<file path="src/rtl/mastermind_pkg.sv">
// Shared types and constants for the guess-entry datapath.
package mastermind_pkg;

    localparam int unsigned SLOT_W    = 3;
    localparam int unsigned NUM_SLOTS = 4;
    localparam int unsigned GUESS_W   = SLOT_W * NUM_SLOTS;
    localparam int unsigned CNT_W     = 4;

    localparam logic [SLOT_W-1:0] COLOR_OFF = 3'b000;

    typedef enum logic [1:0] {
        EDIT    = 2'd0,
        SUBMIT  = 2'd1,
        HISTORY = 2'd2,
        DONE    = 2'd3
    } state_e;

    // One-cycle press pulses from the debounced buttons.
    typedef struct packed {
        logic submit;
        logic mode;
        logic color;
        logic left;
        logic right;
    } btn_t;

    // Next colour in the cycle 1..num_colors; empty (000) steps to 1.
    function automatic logic [SLOT_W-1:0] next_color(input logic [SLOT_W-1:0] c,
                                                     input int unsigned num_colors);
        return (c == SLOT_W'(num_colors)) ? SLOT_W'(1) : c + SLOT_W'(1);
    endfunction

endpackage

</file>
<file path="src/rtl/btn_debounce.sv">
// Raw button -> 2-flop synchroniser -> stability counter -> one-cycle rising-edge pulse.
module btn_debounce #(
    parameter int unsigned DEBOUNCE_CYCLES = 500000
) (
    input  logic clk,
    input  logic rst,
    input  logic btn_in,
    output logic press
);

    localparam int unsigned CNT_W = (DEBOUNCE_CYCLES > 1) ? $clog2(DEBOUNCE_CYCLES) : 1;
    localparam logic [CNT_W-1:0] CNT_LAST = CNT_W'(DEBOUNCE_CYCLES - 1);

    logic             sync1_q, sync2_q;
    logic             stable_q, stable_d;
    logic [CNT_W-1:0] cnt_q, cnt_d;
    logic             press_q, press_d;

    // Count consecutive samples that disagree with the accepted level; flip after enough.
    always_comb begin
        stable_d = stable_q;
        cnt_d    = '0;
        if (sync2_q != stable_q) begin
            if (cnt_q == CNT_LAST) begin
                stable_d = sync2_q;
            end else begin
                cnt_d = cnt_q + CNT_W'(1);
            end
        end
        press_d = stable_d & ~stable_q;
    end

    // State registers; reset drops any press in progress.
    always_ff @(posedge clk) begin
        if (rst) begin
            sync1_q  <= 1'b0;
            sync2_q  <= 1'b0;
            stable_q <= 1'b0;
            cnt_q    <= '0;
            press_q  <= 1'b0;
        end else begin
            sync1_q  <= btn_in;
            sync2_q  <= sync1_q;
            stable_q <= stable_d;
            cnt_q    <= cnt_d;
            press_q  <= press_d;
        end
    end

    assign press = press_q;

endmodule

</file>
<file path="src/rtl/guess_entry.sv">
// Player input path: debounced buttons edit a 4-slot guess, submit it, and browse history.
// Optional build macro: GUESS_FULL_CHECK_EN (reject submits while any slot is empty).
import mastermind_pkg::*;

module guess_entry #(
    parameter int unsigned DEBOUNCE_CYCLES = 500000,
    parameter int unsigned NUM_COLORS      = 6,
    parameter int unsigned MAX_GUESSES     = 10
) (
    input  logic               clk,
    input  logic               rst,
    input  logic               btn_left,
    input  logic               btn_right,
    input  logic               btn_color,
    input  logic               btn_submit,
    input  logic               btn_mode,
    output logic [SLOT_W-1:0]  guess_rgb0,
    output logic [SLOT_W-1:0]  guess_rgb1,
    output logic [SLOT_W-1:0]  guess_rgb2,
    output logic [SLOT_W-1:0]  guess_rgb3,
    output logic               blink_enable,
    output logic [1:0]         blink_led,
    output logic               guess_valid,
    output logic [GUESS_W-1:0] guess_word,
    output logic [CNT_W-1:0]   guess_count,
    output logic [CNT_W-1:0]   history_idx,
    output logic               game_over
);

    localparam logic [CNT_W-1:0] MAX_CNT = CNT_W'(MAX_GUESSES);

    btn_t btn;

    btn_debounce #(.DEBOUNCE_CYCLES(DEBOUNCE_CYCLES)) u_db_left   (.clk(clk), .rst(rst), .btn_in(btn_left),   .press(btn.left));
    btn_debounce #(.DEBOUNCE_CYCLES(DEBOUNCE_CYCLES)) u_db_right  (.clk(clk), .rst(rst), .btn_in(btn_right),  .press(btn.right));
    btn_debounce #(.DEBOUNCE_CYCLES(DEBOUNCE_CYCLES)) u_db_color  (.clk(clk), .rst(rst), .btn_in(btn_color),  .press(btn.color));
    btn_debounce #(.DEBOUNCE_CYCLES(DEBOUNCE_CYCLES)) u_db_submit (.clk(clk), .rst(rst), .btn_in(btn_submit), .press(btn.submit));
    btn_debounce #(.DEBOUNCE_CYCLES(DEBOUNCE_CYCLES)) u_db_mode   (.clk(clk), .rst(rst), .btn_in(btn_mode),   .press(btn.mode));

    state_e                            state_q, state_d;
    logic [NUM_SLOTS-1:0][SLOT_W-1:0]  slot_q, slot_d;
    logic [1:0]                        cursor_q, cursor_d;
    logic                              valid_q, valid_d;
    logic [GUESS_W-1:0]                word_q, word_d;
    logic [CNT_W-1:0]                  count_q, count_d;
    logic [CNT_W-1:0]                  hidx_q, hidx_d;
    logic                              blink_en_q, blink_en_d;
    logic                              over_q, over_d;

    logic             full_ok;
    logic             left_only, right_only;
    logic [CNT_W-1:0] hist_last;

    // Whether the current guess may be submitted.
    always_comb begin
`ifdef GUESS_FULL_CHECK_EN
        full_ok = 1'b1;
        for (int i = 0; i < int'(NUM_SLOTS); i++) begin
            if (slot_q[i] == COLOR_OFF) full_ok = 1'b0;
        end
`else
        full_ok = 1'b1;
`endif
    end

    assign left_only  = btn.left & ~btn.right;
    assign right_only = btn.right & ~btn.left;
    assign hist_last  = (count_q == '0) ? '0 : count_q - CNT_W'(1);

    // Next-state and next-output logic; priority submit > mode > color > left/right.
    always_comb begin
        state_d  = state_q;
        slot_d   = slot_q;
        cursor_d = cursor_q;
        valid_d  = 1'b0;
        word_d   = word_q;
        count_d  = count_q;
        hidx_d   = hidx_q;
        unique case (state_q)
            EDIT: begin
                if (btn.submit) begin
                    if (full_ok) begin
                        state_d = SUBMIT;
                        valid_d = 1'b1;
                        word_d  = slot_q;
                        count_d = (count_q == MAX_CNT) ? count_q : count_q + CNT_W'(1);
                    end
                end else if (btn.mode) begin
                    state_d = HISTORY;
                    hidx_d  = hist_last;
                end else if (btn.color) begin
                    slot_d[cursor_q] = next_color(slot_q[cursor_q], NUM_COLORS);
                end else if (left_only) begin
                    cursor_d = cursor_q - 2'd1;
                end else if (right_only) begin
                    cursor_d = cursor_q + 2'd1;
                end
            end
            SUBMIT: begin
                slot_d   = '0;
                cursor_d = 2'd0;
                state_d  = (count_q == MAX_CNT) ? DONE : EDIT;
            end
            HISTORY: begin
                if (btn.mode) begin
                    state_d = (count_q == MAX_CNT) ? DONE : EDIT;
                end else if (left_only && hidx_q != '0) begin
                    hidx_d = hidx_q - CNT_W'(1);
                end else if (right_only && hidx_q < hist_last) begin
                    hidx_d = hidx_q + CNT_W'(1);
                end
            end
            DONE: begin
                if (btn.mode) begin
                    state_d = HISTORY;
                    hidx_d  = hist_last;
                end
            end
        endcase
        blink_en_d = (state_d == EDIT) || (state_d == SUBMIT);
        over_d     = (count_d == MAX_CNT);
    end

    // State and output registers.
    always_ff @(posedge clk) begin
        if (rst) begin
            state_q    <= EDIT;
            slot_q     <= '0;
            cursor_q   <= 2'd0;
            valid_q    <= 1'b0;
            word_q     <= '0;
            count_q    <= '0;
            hidx_q     <= '0;
            blink_en_q <= 1'b1;
            over_q     <= 1'b0;
        end else begin
            state_q    <= state_d;
            slot_q     <= slot_d;
            cursor_q   <= cursor_d;
            valid_q    <= valid_d;
            word_q     <= word_d;
            count_q    <= count_d;
            hidx_q     <= hidx_d;
            blink_en_q <= blink_en_d;
            over_q     <= over_d;
        end
    end

    assign guess_rgb0   = slot_q[0];
    assign guess_rgb1   = slot_q[1];
    assign guess_rgb2   = slot_q[2];
    assign guess_rgb3   = slot_q[3];
    assign blink_led    = cursor_q;
    assign blink_enable = blink_en_q;
    assign guess_valid  = valid_q;
    assign guess_word   = word_q;
    assign guess_count  = count_q;
    assign history_idx  = hidx_q;
    assign game_over    = over_q;

endmodule

</file>
<file path="config.mk">
export PLATFORM = sky130hd
export DESIGN_NAME = guess_entry
export DESIGN_NICKNAME = d
export VERILOG_FILES = /design/src/rtl/mastermind_pkg.sv /design/src/rtl/btn_debounce.sv /design/src/rtl/guess_entry.sv
export SDC_FILE = /design/constraint.sdc
export NUM_CORES = 1
export LEC_CHECK = 0
export CAP_MARGIN = 10
export CORE_MARGIN = 1
export CORE_UTILIZATION = 30
export CTS_CLUSTER_SIZE = 28
export DETAILED_ROUTE_END_ITERATION = 16
export PLACE_DENSITY = 0.45
export REMOVE_ABC_BUFFERS = 1
export SLEW_MARGIN = 10
export SYNTH_ARGS = -nofsm -noshare
export SYNTH_HDL_FRONTEND = slang
export SYNTH_SLANG_ARGS = --single-unit
export TNS_END_PERCENT = 1
</file>
<file path="constraint.sdc">
create_clock -name clk -period 4.37 [get_ports clk]
set_clock_uncertainty 0.1 [all_clocks]
set_input_delay 0.874 -clock clk [delete_from_list [all_inputs] [get_ports clk]]
set_output_delay 0.874 -clock clk [all_outputs]
set_load 0.01 [all_outputs]
</file>
Word level (Yosys, flattened, before mapping)
Cells that the tools add are included.
Widths: inputs -> output; s select.
Storage, ports and cells
  bits in registers: 154
  input bits: 7
  logic and storage cells: 158
Cells by class
  add/subtract/negate cells: 12
  $lt $le $gt $ge: 3
  eq/ne operators: 24
  multiplexer cells: 42
  bitwise operators: 20
  reduce and logical (&&, ||, !) cells: 20
Operators by type and width (count)
  $add 19x1->19 const B: 5
  $eq 19x19->1 const B: 5
  $mux 12: 3
  $mux 4: 9
  $pmux 12 s2: 1
  $mux 2: 9
  $reduce_or 3->1: 5
  $not 1->1: 13
  $bwmux 12: 1
  $pmux 4 s3: 1
  $mux 1: 11
  $mux 3: 3
  $add 4x1->4 const B: 2
  $eq 4x4->1 const B: 2
  $ne 2x2->1 const B: 4
  $pmux 2 s4: 1
  $reduce_and 4->1: 2
  $sub 4x1->4 const B: 2
  $and 1x1->1: 7
  $bmux 3 s2: 1
  $demux 3 s2: 1
  $ne 3x3->1 const B: 2
  $ne 1x1->1: 5
  $reduce_and 5->1: 1
  20 further kinds: 25

Depth between registers and ports, before layout
Gate-level depths: netlist (run 1).
  depth in word-level cells: 9
  depth in mapped cells: 10
  gate-level depth less buffers: 10

By module
From an unflattened synthesis (run 1), not the netlist that was laid out.
Unflattened totals
  cells, all modules: 802
  area total of the unflattened synthesis: 7066.8 um^2
By module, submodules not included
  btn_debounce: times used 5, cells an instance 112, area an instance 1004.7 um^2
  guess_entry: times used 1, cells an instance 242, area an instance 2043.2 um^2

Worst setup path before layout (run 1)
No wires, ideal clock.
  path type: register to register
  from: register count_q[0], in the netlist guess_count[0]
  to: register hidx_q[0], in the netlist history_idx[0]
  arrival: 2474 ps
  required time: 4179 ps
  setup slack: 1706 ps
  stages on the path, launching flop included: 11
  path buffers: 0
  cells stage by stage: dfxtp_1 inv_1 ha_1 or3b_2 o21ai_0 ha_1 nor3_1 nor3_1 a211oi_2 a21oi_1 a311oi_1
Between the ends
  longest elaborated chain between the ends: 6
  elaborated cells on any way between the ends: 10
Ends and longest elaborated chain
  start: declaration: RTL line guess_entry.sv:45  | logic [CNT_W-1:0] count_q, count_d;
  start signal: assignment: RTL line guess_entry.sv:142  | count_q <= count_d;
  $sub 4x1->4 or $logic_not 4->1 (tied branches): RTL line guess_entry.sv:68  | assign hist_last = (count_q == '0) ? '0 : count_q - CNT_W'(1);
  $mux 4 *: RTL line guess_entry.sv:68
  $lt 4x4->1: RTL line guess_entry.sv:109  | end else if (right_only && hidx_q < hist_last) begin
  $logic_and 1x1->1: RTL line guess_entry.sv:109
  $ne 3x3->1 (no source line)
  $reduce_and 4->1 (no source line)
  end signal: assignment: RTL line guess_entry.sv:143  | hidx_q <= hidx_d;
  end: declaration: RTL line guess_entry.sv:46  | logic [CNT_W-1:0] hidx_q, hidx_d;
Mark *: on every way between the ends. The rest lies on a longest branch, timed or not. The select of a mux whose other input is x is not followed.
A chain may end at the register's enable or synchronous reset.

Final worst setup path (run 1)
Same ends and word-level chain as after synthesis.

==> flow_summary.json, run 1 <==
{
  "ys_warn_count": 0,
  "diodes": 0,
  "fp.dieW_um": 152,
  "ant_nets": 0,
  "antenna_found_initial": 0,
  "overflow": 0,
  "final_common_cell": "dfxtp_1",
  "cts_setup_buffers": 0,
  "synth_mux_area_share_pct": 2.50,
  "yosysTopAreaCellShare_pct": 45.6,
  "start_kind": "register",
  "crit_fanout": 8,
  "syn_area_um2": 6770,
  "setup_tns_ns": 0,
  "holdPathEnd": "u_db_submit.sync2_q$_SDFF_PP0_",
  "wl_per_cell_um": 12.5,
  "cts-root-buf": "clkbuf_16",
  "pre_cts_ws_ns": 1.42,
  "fin_crit_sh_pct": 67.7,
  "synth_compound_area_share_pct": 5.47,
  "avgViaCountPerCell": 4.72,
  "grt_pass1_wl_um": 24000,
  "rsz0062_at_grt": "no",
  "reg2reg_to": "history_idx[0]$_SDFFE_PP0P_",
  "ys_seq_area_share_pct": 45.6,
  "async_flop_share_pct": 0,
  "drv_cap": 0,
  "utilization_pct": 36.7,
  "vias": 5189,
  "drt_pass1_iterations": 10,
  "path_clk_slew_ns": 0.06,
  "r2r_cells": 10,
  "instances_no_fill": 1099,
  "drive_above_1_share_pct": 5.62,
  "setup-violations-final": 0,
  "p_sw_share_pct": 19.8,
  "timing.final.ws_setup_ns": 1.41,
  "grt_max_degree": 35,
  "final_net_count": 832,
  "cts_hold_buf": 0,
  "start_util_pct": 30.8,
  "pwr-share-seq_pct": 46.8,
  "timing.fmax_mhz": 338,
  "min_path_cells": 1,
  "crit_type": "register to register",
  "die_area_um2": 23200,
  "hp-class": "register to register",
  "synthSimpleGateAreaFrac_pct": 27.0,
  "switchingPower_mw": 0.597,
  "clkPwrFrac_pct": 52.2,
  "fillCellCount": 2194,
  "comb_power_share_pct": 1.0,
  "postCtsResizedCells": 0,
  "synth_top_family_by_area": "simple AND/OR/NAND/NOR gates",
  "synthCells": 768,
  "synth_edf_count": 0,
  "ioPinCount": 44,
  "finalWirelength_um": 13800,
  "power_mw": 3.02,
  "grt_pass1_vias": 5049,
  "reg2reg_from": "guess_count[0]$_SDFF_PP0_",
  "ir_drop_uv": 177,
  "core_um2": 22000,
  "dp_cells": 1067,
  "gp_congestion": 0.818,
  "syn_area_per_cell_um2": 8.81,
  "worstMarginPinSlew_ns": 0.958,
  "drt_iter0_markers": 182,
  "cts_made_buffers": 17,
  "violations": "DRC",
  "maxSlewHeadroom_pct": 35.9,
  "clock_path_buffers": 2,
  "hold_viol": 0,
  "required_ns": 4.59,
  "clock-sinks": 154,
  "slew_violations": 0,
  "r2r_setup_slack_ns": 1.41,
  "insertion_delay_ns": 0.43,
  "power_leakage_nw": 2.68,
  "yosys.area.top_type": "dfxtp_1",
  "die_height_um": 152,
  "final_cell_mix": "dfxtp_1, nor2_1, nand2_1, xor2_1",
  "synth-xor-area-share_pct": 12.4,
  "ys_ff_latch": 154,
  "place_hpwl_um": 9700,
  "synth_adder_area_share_pct": 3.62,
  "powerDensity_nw_per_um2": 375,
  "fp-row-count": 54,
  "synthFlopType": "dfxtp_1",
  "min_period_ns": 2.96,
  "port_buffers": 43,
  "critPathCaptureType": "register",
  "synth.distinct_cells": 53,
  "holdCritStartpoint": "u_db_submit.sync1_q$_SDFF_PP0_",
  "track_usage_pct": 12.6,
  "netlist_top_cells_area": "dfxtp_1, nor2_1, xor2_1, xnor2_1, nand2_1",
  "drc": 7,
  "cts_tree": "done",
  "syn2layout_area_growth_pct": 19.0,
  "internal-power_mw": 2.42,
  "arrival_ns": 3.18,
  "status": "complete, but fails checks",
  "htreeDepth": 4
}
## power groups by stage
stage	logic (mW)	clock network (mW)	registers [mW]
finish	0.0297	1.57	1.41
global route	0.0336	1.69	1.41
CTS	0.0311	1.63	1.41
detailed placement	0.0310	0	1.44
global placement	0.0305	0	1.44
floorplan	0.0121	0	1.44
## critical path, stage by stage (launching register included)
cell      delay (ns)
dfxtp_1         0.38
inv_1           0.18
ha_1            0.23
or3b_2          0.50
o21ai_0         0.13
ha_1            0.27
nor3_1          0.13
nor3_1          0.08
a211oi_2        0.49
a21oi_1         0.13
a311oi_1        0.26
## worst max path at each step
stage,from,endpoint,slack (ns),cells after the start
floorplan,guess_count[0]$_SDFF_PP0_,history_idx[0]$_SDFFE_PP0P_,1.70,10
global placement,guess_count[0]$_SDFF_PP0_,history_idx[0]$_SDFFE_PP0P_,1.54,10
detailed placement,guess_count[0]$_SDFF_PP0_,history_idx[0]$_SDFFE_PP0P_,1.42,10
CTS,guess_count[0]$_SDFF_PP0_,history_idx[0]$_SDFFE_PP0P_,1.38,10
global route,guess_count[0]$_SDFF_PP0_,history_idx[0]$_SDFFE_PP0P_,1.09,10
finish,guess_count[0]$_SDFF_PP0_,history_idx[0]$_SDFFE_PP0P_,1.41,10
## per-layer routing
metal | vias to the layer above | track usage [%] | part of all wire [%]
met4 | 0 | 5.59 | 1.4
met1 | 2431 | 15.7 | 49
met5 | - | 0 | 0
li1 | 2678 | - | -
met3 | 12 | 2.90 | 3.0
met2 | 68 | 20.6 | 47
## logic make-up (layout without fill, tap and decap cells)
group | count (synthesis) | count (layout)
flip-flops | 154 | 154
XOR/XNOR | 96 | 96
AO/OA/AOI/OAI | 59 | 59
buffers and inverters | 51 | 102
adder cells (fa/ha/maj) | 19 | 19
AND/OR/NAND/NOR | 376 | 376
multiplexers | 13 | 13
## flip-flops by register name (all words and copies together), names as in the netlist, 2 cells and up
name / cells
u_db_right.cnt_q: 19
history_idx: 4
u_db_left.cnt_q: 19
blink_led: 2
u_db_mode.cnt_q: 19
guess_rgb2: 3
guess_rgb0: 3
guess_rgb3: 3
guess_rgb1: 3
state_q: 2
guess_count: 4
guess_word: 12
u_db_submit.cnt_q: 19
u_db_color.cnt_q: 19
## area by class of cell
class | instances | area [um^2] | area share, %
Multi-Input combinational cell | 563 | 3450 | 42.8
Sequential cell | 154 | 3080 | 38.3
Clock buffer | 21 | 470 | 5.84
Timing Repair Buffer | 44 | 433 | 5.38
Tap cell | 280 | 350 | 4.35
Clock inverter | 11 | 168 | 2.08
Inverter | 26 | 97.6 | 1.21
## Yosys cell counts, types with 11 or more instances
library cell	count
dfxtp_1	154
nor2_1	149
nand2_1	71
xor2_1	57
nand3_1	42
xnor2_1	39
a21oi_1	28
inv_1	26
nand4_1	20
ha_1	18
and3_1	17
nor3_1	14
nor2b_1	13
nor4_1	11
## through the flow
stage	hold slack, ns	area [um^2]
3_3_place_gp	0.317	7410
3_5_place_dp	0.322	7410
2_1_floorplan	0.314	6630
4_1_cts	0.329	8050
5_1_grt	0.351	8050
6_report	0.333	8050
Power figures use the tool's default switching activity.
==> inputs of run 2 (changes only) <==
- clock period: 4.37 -> 3 ns (I/O delays scaled with it)
==> run 2 against run 1 <==
Net effect:
- the flow still finishes with violations (DRC)
- maximum frequency up 6.7%
- critical path depth is 1 higher
- non-clock buffer count increased by 5
- routed wire length is 1.5% higher
- flip-flop and latch count stayed put
- worst setup slack got worse by 1.2 ns
- critical path type unchanged
==> flow_summary.json, run 2 (same netlist as run 1, synthesis figures left out) <==
{
  "drive_above_1_share_pct": 5.83,
  "clock-sinks": 154,
  "reg2reg_from": "guess_count[1]$_SDFF_PP0_",
  "core_um2": 22000,
  "finalWirelength_um": 14000,
  "diodes": 0,
  "worstMarginPinSlew_ns": 0.735,
  "cts_hold_buf": 0,
  "critPathCaptureType": "register",
  "vias": 5291,
  "maxSlewHeadroom_pct": 50.6,
  "final_common_cell": "dfxtp_1",
  "drt_iter0_markers": 262,
  "final_net_count": 837,
  "r2r_cells": 11,
  "gp_congestion": 0.835,
  "reg2reg_to": "history_idx[0]$_SDFFE_PP0P_",
  "setup-violations-final": 0,
  "fillCellCount": 2207,
  "htreeDepth": 4,
  "postCtsResizedCells": 0,
  "cts-root-buf": "clkbuf_16",
  "critPathMaxStageDelay_ns": 0.51,
  "fin_crit_sh_pct": 92.4,
  "path_cells": "inv_1, ha_1, or3b_2, o21ai_0, ha_1, nor3_1, nor3_1, a211oi_2, buf_4, a21oi_1, a311oi_1",
  "overflow": 0,
  "die_area_um2": 23200,
  "drc": 7,
  "power_leakage_nw": 2.69,
  "start_kind": "register",
  "drv_cap": 0,
  "track_usage_pct": 12.8,
  "final_cell_mix": "dfxtp_1, nor2_1, nand2_1, xor2_1",
  "slew_violations": 0,
  "powerDensity_nw_per_um2": 528,
  "wl_per_cell_um": 12.7,
  "rsz0062_at_grt": "no",
  "setup_tns_ns": 0,
  "grt_max_degree": 35,
  "required_ns": 3.22,
  "arrival_ns": 2.99,
  "grt_pass1_wl_um": 24300,
  "min_path_cells": 1,
  "crit_start": "guess_count[1]$_SDFF_PP0_",
  "die_height_um": 152,
  "min_period_ns": 2.77,
  "holdPathEnd": "u_db_mode.sync2_q$_SDFF_PP0_",
  "path_clk_slew_ns": 0.06,
  "crit_type": "register to register",
  "timing.fmax_mhz": 361,
  "cts_setup_buffers": 0,
  "grt_pass1_vias": 5163,
  "ir_drop_uv": 282,
  "r2r_setup_slack_ns": 0.23,
  "start_util_pct": 30.8,
  "antenna_found_initial": 0,
  "port_buffers": 43,
  "hp-class": "register to register",
  "hold_viol": 0,
  "fp.dieW_um": 152,
  "status": "complete, but fails checks",
  "ant_nets": 0,
  "fp-row-count": 54,
  "cts_tree": "done",
  "drt_pass1_iterations": 12,
  "avgViaCountPerCell": 4.80,
  "cts_made_buffers": 17,
  "violations": "DRC",
  "ioPinCount": 44,
  "holdCritStartpoint": "u_db_mode.sync1_q$_SDFF_PP0_",
  "syn2layout_area_growth_pct": 18.9,
  "clock_path_buffers": 2,
  "place_hpwl_um": 9850,
  "insertion_delay_ns": 0.41,
  "crit_slowest_cell": "or3b_2",
  "utilization_pct": 36.6,
  "crit_fanout": 8
}
run 2: worst max-delay path by stage:
stage / end
6_report: history_idx[0]$_SDFFE_PP0P_
5_1_grt: history_idx[0]$_SDFFE_PP0P_
4_1_cts: history_idx[0]$_SDFFE_PP0P_
3_5_place_dp: history_idx[0]$_SDFFE_PP0P_
3_3_place_gp: history_idx[0]$_SDFFE_PP0P_
2_1_floorplan: history_idx[0]$_SDFFE_PP0P_
run 2: cell type report:
class	instances	area, um^2	area share (%)
multi-input cells	563	3450	42.9
flip-flops and latches	154	3080	38.3
clock buffers	25	505	6.29
repair buffers	49	470	5.85
well taps	280	350	4.36
inverters	26	97.6	1.21
clock inverters	6	86.3	1.07
run 2: worst max-delay path: cells and delay by family, from the launching register on:
| family | cells | cell delay [ns] |
|---|---|---|
| AOI/OAI and AO/OA | 4 | 0.70 |
| adders and majority gates | 2 | 0.49 |
| buffers and inverters | 2 | 0.28 |
| DFF | 1 | 0.37 |
| and+or+nand+nor | 3 | 0.73 |
run 2: where the power goes:
| group | internal [mW] | switching (mW) |
|---|---|---|
| Sequential | 2.05 | 0.00481 |
| Combinational | 0.0156 | 0.0286 |
| Clock | 1.33 | 0.814 |
| Total | 3.40 | 0.847 |
run 2: per-stage QoR:
stage | area [um^2] | hold slack [ns] | cells | setup slack [ns] | total power [mW]
2_1_floorplan | 6630 | 0.314 | 743 | 0.328 | 2.12
3_3_place_gp | 7450 | 0.326 | 1072 | 0.363 | 2.15
3_5_place_dp | 7450 | 0.323 | 1072 | 0.263 | 2.15
4_1_cts | 8040 | 0.338 | 1103 | 0.247 | 4.32
5_1_grt | 8040 | 0.359 | 1103 | 0.0479 | 4.43
6_report | 8040 | 0.337 | 1103 | 0.228 | 4.25
run 2: layer usage:
metal / up-vias / wire length [um] / part of all wire [%] / global-route usage (%)
li1: 2682 / - / - / -
met1: 2494 / 6470 / 46 / 15.3
met2: 103 / 6720 / 48 / 21.5
met3: 12 / 564 / 4.0 / 3.56
met4: 0 / 209 / 1.5 / 5.05
met5: - / 0 / 0 / 0
==> inputs of run 3 (changes only) <==
- SLEW_MARGIN: 10 -> default
==> results of run 3 <==
The final DEF is identical to that of run 2; final timing and power are the same.
